===== src/rtl/rst_pkg.sv =====
// Shared constants, FSM state type and table geometry for substitute_stream.
package rst_pkg;

  localparam logic [7:0] CH_NUL = 8'h00;
  localparam logic [7:0] CH_LA  = 8'h61;
  localparam logic [7:0] CH_LZ  = 8'h7a;
  localparam logic [7:0] CH_0   = 8'h30;
  localparam logic [7:0] CH_9   = 8'h39;
  localparam logic [7:0] CH_UA  = 8'h41;
  localparam logic [7:0] CH_UZ  = 8'h5a;

  localparam int unsigned TABLE_DIM = 7;

  typedef enum logic [1:0] {
    IDLE,
    EMIT_ROW,
    EMIT_COL
  } state_e;

endpackage


===== src/rtl/char_to_coord.sv =====
// Plaintext char -> substitution table coordinates (r,c in 1..6).
// Optional SUBST_UPPER_FOLD_EN folds 'A'..'Z' onto 'a'..'z' before mapping.
module char_to_coord
  import rst_pkg::*;
(
  input  logic [7:0] ch,
  output logic       valid,
  output logic [2:0] r,
  output logic [2:0] c
);

  logic [7:0] ch_f;
  logic [7:0] idx;

  always_comb begin
    ch_f = ch;
`ifdef SUBST_UPPER_FOLD_EN
    if (ch >= CH_UA && ch <= CH_UZ) ch_f = ch + 8'h20;
`endif
    valid = 1'b0;
    idx   = '0;
    if (ch_f >= CH_LA && ch_f <= CH_LZ) begin
      valid = 1'b1;
      idx   = ch_f - CH_LA;
    end else if (ch_f >= CH_0 && ch_f <= CH_9) begin
      valid = 1'b1;
      idx   = ch_f - CH_0 + 8'd26;
    end
    r = 3'(idx / 8'd6 + 8'd1);
    c = 3'(idx % 8'd6 + 8'd1);
  end

endmodule


===== src/rtl/substitute_stream.sv =====
// Substitutes each plaintext char with its row/column header pair from sub_char.
// Build option: SUBST_UPPER_FOLD_EN (see char_to_coord).
module substitute_stream
  import rst_pkg::*;
(
  input  logic                 clk,
  input  logic                 rst_n,
  input  logic [6:0][6:0][7:0] sub_char,
  input  logic                 table_ok,
  input  logic                 ptxt_valid,
  input  logic [7:0]           ptxt_char,
  output logic                 ptxt_ready,
  output logic                 ctxt_valid,
  output logic [7:0]           ctxt_char,
  input  logic                 ctxt_ready,
  output logic                 err_invalid_ptxt_char
);

  state_e     state_q, state_d;
  logic [7:0] row_hdr_q, row_hdr_d;
  logic [7:0] col_hdr_q, col_hdr_d;
  logic       err_q, err_d;

  logic       cc_valid;
  logic [2:0] cc_r;
  logic [2:0] cc_c;

  char_to_coord u_coord (
    .ch    (ptxt_char),
    .valid (cc_valid),
    .r     (cc_r),
    .c     (cc_c)
  );

  always_ff @(posedge clk) begin
    if (!rst_n) begin
      state_q   <= IDLE;
      row_hdr_q <= CH_NUL;
      col_hdr_q <= CH_NUL;
      err_q     <= 1'b0;
    end else begin
      state_q   <= state_d;
      row_hdr_q <= row_hdr_d;
      col_hdr_q <= col_hdr_d;
      err_q     <= err_d;
    end
  end

  // Headers are captured at the transfer so later table changes cannot leak into a pair.
  always_comb begin
    state_d    = state_q;
    row_hdr_d  = row_hdr_q;
    col_hdr_d  = col_hdr_q;
    err_d      = 1'b0;
    ptxt_ready = 1'b0;
    ctxt_valid = 1'b0;
    ctxt_char  = CH_NUL;
    unique case (state_q)
      IDLE: begin
        ptxt_ready = table_ok & rst_n;
        if (ptxt_valid && ptxt_ready) begin
          if (cc_valid) begin
            row_hdr_d = sub_char[cc_r][0];
            col_hdr_d = sub_char[0][cc_c];
            state_d   = EMIT_ROW;
          end else begin
            err_d = 1'b1;
          end
        end
      end
      EMIT_ROW: begin
        ctxt_valid = 1'b1;
        ctxt_char  = row_hdr_q;
        if (ctxt_ready) state_d = EMIT_COL;
      end
      EMIT_COL: begin
        ctxt_valid = 1'b1;
        ctxt_char  = col_hdr_q;
        if (ctxt_ready) state_d = IDLE;
      end
      default: state_d = IDLE;
    endcase
  end

  assign err_invalid_ptxt_char = err_q;

endmodule


===== config.mk =====
export PLATFORM = sky130hd
export DESIGN_NAME = substitute_stream
export DESIGN_NICKNAME = d
export VERILOG_FILES = /design/src/rtl/rst_pkg.sv /design/src/rtl/char_to_coord.sv /design/src/rtl/substitute_stream.sv
export SDC_FILE = /design/constraint.sdc
export NUM_CORES = 1
export LEC_CHECK = 0
export CAP_MARGIN = 10
export CORE_AREA = 5 5 159 161
export CTS_CLUSTER_SIZE = 30
export DETAILED_ROUTE_END_ITERATION = 8
export DIE_AREA = 0 0 164 166
export HOLD_SLACK_MARGIN = 0.12
export PLACE_DENSITY_LB_ADDON = 0.08
export SYNTH_ARGS = -nofsm -noshare
export SYNTH_HDL_FRONTEND = slang
export SYNTH_HIERARCHICAL = 1
export SYNTH_SLANG_ARGS = --single-unit

===== constraint.sdc =====
create_clock -name clk -period 4.9 [get_ports clk]
set_input_delay 0.98 -clock clk [delete_from_list [all_inputs] [get_ports clk]]
set_output_delay 0.98 -clock clk [all_outputs]
set_load 0.005 [all_outputs]

==> results.json <==
{
  "outcome": "finished, final reports clean",
  "clk_pin_slew_ns": 0.06,
  "finalNonFillerCells": 790,
  "multi_input_area_mm2": 0.002082,
  "worst_hold_path.endpoint": "col_hdr_q[4]$_SDFFE_PN0P_",
  "start_util_pct": 10.14,
  "powerDensity_mw_per_mm2": 150.8,
  "fill_cells": 2694,
  "fp.dieArea_mm2": 0.02722,
  "synth_seq_cells": 19,
  "die_x_um": 164,
  "hold_start": "col_hdr_q[4]$_SDFFE_PN0P_",
  "drive_gt1_share_pct": 29.18,
  "rows": 57,
  "first_iter_violations": 109,
  "clock_sinks": 19,
  "final_cell_mix": "123 x clkdlybuf4s50_1, 59 x buf_4, 48 x nand2_1",
  "wirelength_um": 12350,
  "grt_max_degree": 19,
  "cts_root_buf": "clkbuf_16",
  "setup_viol": 0,
  "routed_via_density": 3.597,
  "path_max_fanout": 8,
  "final_antenna_net_count": 0,
  "tns_ns": 0,
  "core_mm2": 0.02382,
  "ctsLongestPathBuffers": 2,
  "num_vias": 2842,
  "crit_type": "in -> reg",
  "ys_seq_area_share_pct": 15.74,
  "required_ns": 5.04,
  "io_pins": 416,
  "period_minus_slack_ns": 4.744,
  "dp_slack_ns": -0.7891,
  "register_area_um2": 380.4,
  "holdBufCountCts": 0,
  "async_reset_ff_share_pct": 0,
  "final-hold-violation-count": 0,
  "cts_buffers": 3,
  "maxSlewViolCount": 0,
  "whs_ns": 0.4521,
  "cts_tree": "done",
  "reg2regPathDepth": 6,
  "fin_util_pct": 20.48,
  "drc": 0,
  "syn2layout_area_growth_pct": 101.9,
  "startpoint_type": "input pin",
  "n_antenna_cell": 0,
  "worst-endpoint-arrival_ns": 4.89,
  "fin_ws_ns": 0.1558,
  "ir_worst_vdd_v": 0.0001230,
  "hpwl_um": 10600,
  "synthCells": 283,
  "cts_max_level": 1,
  "syn-cell-area_mm2": 0.002416,
  "max_freq_mhz": 210.8,
  "wl_per_cell_um": 15.64,
  "grt_pass1_vias": 3127,
  "port-buffer-count": 127,
  "max_cap_viol_count": 0,
  "maxSlewHeadroom_pct": 61.70,
  "final_nets": 884,
  "avgSynthCellArea_um2": 8.537,
  "antenna_found_initial": 1,
  "grt_pass1_wl_um": 18520,
  "syn_nets": 700,
  "r2r_start": "state_q[0]$_SDFFE_PN0P_",
  "final_common_cell": "clkdlybuf4s50_1",
  "gp_congestion": 0.6805,
  "first_pass_iters": 4,
  "whs_path_depth": 2,
  "insertion_delay_ns": 0.25,
  "grt_usage_pct": 8.767,
  "yosysUniqueCellTypes": 54,
  "hold_class": "reg -> reg",
  "die_height_um": 166,
  "synth-edff-count": 0,
  "yosys_warnings": 6,
  "p_leak_nw": 1.876,
  "r2r_slack_ns": 3.40,
  "overflow": 0,
  "reg2reg_to": "state_q[0]$_SDFFE_PN0P_",
  "ys.flop_type": "dfxtp_1",
  "tightestPinTransition_ns": 0.5745,
  "endpoint_kind": "flop",
  "min_period_over_period_pct": 96.82,
  "rsz0062_at_grt": "false",
  "dpl.cell_count": 766,
  "fin_skew_ns": 0.004116
}
kinds of logic (layout without fill, tap and decap cells):
kind of cell	Yosys count	in the layout	synth area share, %
flip-flops	19	19	15.74
AND/OR/NAND/NOR	90	90	18.44
AO/OA/AOI/OAI	93	93	26.05
buffers and inverters	27	210	6.888
adder cells (fa/ha/maj)	13	13	6.680
XOR/XNOR	6	6	2.486
multiplexers	35	35	23.72
cells in the mapped netlist (all sizes together), types with 4 or more instances:
cell	instances	area, um^2
mux4	16	382.9
dfxtp	19	380.4
inv	10	40.04
xnor2	4	42.55
mux2i	19	190.2
nor3	8	45.04
nor2b	11	68.82
o211a	15	150.1
a21oi	9	45.04
a22oi	9	67.56
ha	12	150.1
nand2	48	180.2
clkbuf	5	18.77
o21ai	39	195.2
buf	12	107.6
nor2	7	26.28
registers in the layout, indices dropped and copies added, names as in the netlist:
name                   cells
row_hdr_q                  8
col_hdr_q                  8
err_invalid_ptxt_char      1
state_q                    2
how the worst max path moves through the flow:
stage,start,to,slack [ns],cells past startpoint
floorplan,ptxt_char[1],row_hdr_q[3]$_SDFFE_PN0P_,0.003,19
global placement,ptxt_char[0],row_hdr_q[5]$_SDFFE_PN0P_,-0.79,19
detailed placement,ptxt_char[1],row_hdr_q[5]$_SDFFE_PN0P_,-0.79,19
CTS,ptxt_char[0],col_hdr_q[0]$_SDFFE_PN0P_,0.0008,25
global route,ptxt_char[1],col_hdr_q[0]$_SDFFE_PN0P_,0.003,25
finish,ptxt_char[1],row_hdr_q[3]$_SDFFE_PN0P_,0.16,20
metal layers:
metal	wire, um	share of wire, %	track usage, %	up-vias
li1	-	-	-	1438
met1	5532	45	11.40	1336
met2	6138	50	15.57	59
met3	655	5.3	1.986	7
met4	13	0.11	0.3282	2
met5	13	0.11	0	-
layout make-up:
class / count / area share [%]
Multi-Input combinational cell: 237 / 42.68
Clock inverter: 1 / 0.1026
Inverter: 10 / 0.8207
Timing Repair Buffer: 196 / 38.75
Tap cell: 324 / 8.310
Clock buffer: 3 / 1.539
Sequential cell: 19 / 7.797
through the flow:
step | instance area, um^2 | power, W
3_3_place_gp | 4427 | 0.0005140
4_1_cts | 4763 | 0.0007356
3_5_place_dp | 4427 | 0.0005137
6_report | 4878 | 0.0007356
2_1_floorplan | 2462 | 0.0003247
5_1_grt | 4878 | 0.0007829
report_power, final:
part / switching, W / internal (W) / total [W]
clock: 0.0000623 / 0.000110 / 0.000172
combinational: 0.000163 / 0.000241 / 0.000404
sequential: 0.00000187 / 0.000158 / 0.000160
total: 0.000227 / 0.000509 / 0.000736
worst max-delay path, stage by stage:
cell and delay [ns]:
clkdlybuf4s15_1 0.19, inv_2 0.10, ha_4 0.13, or3b_4 0.41, mux2i_2 0.22, o211ai_1 0.14, a21oi_2 0.20, nand3_1 0.11
o21ai_2 0.11, ha_4 0.24, buf_4 0.13, or4b_4 0.51, nand3_2 0.09, o21bai_4 0.14, o21ai_2 0.10, ha_4 0.33
buf_8 0.14, mux4_2 0.35, o21ai_2 0.19, o21ai_1 0.07
repair_timing:
item / in CTS / in global routing
pin swaps: 12 / 19
buffers inserted: 13 / 5
resized for setup: 54 / 19
setup endpoints to repair: 16 / 16
cloned: 2 / 1
Note: power is estimated with default switching activity, not from simulation.
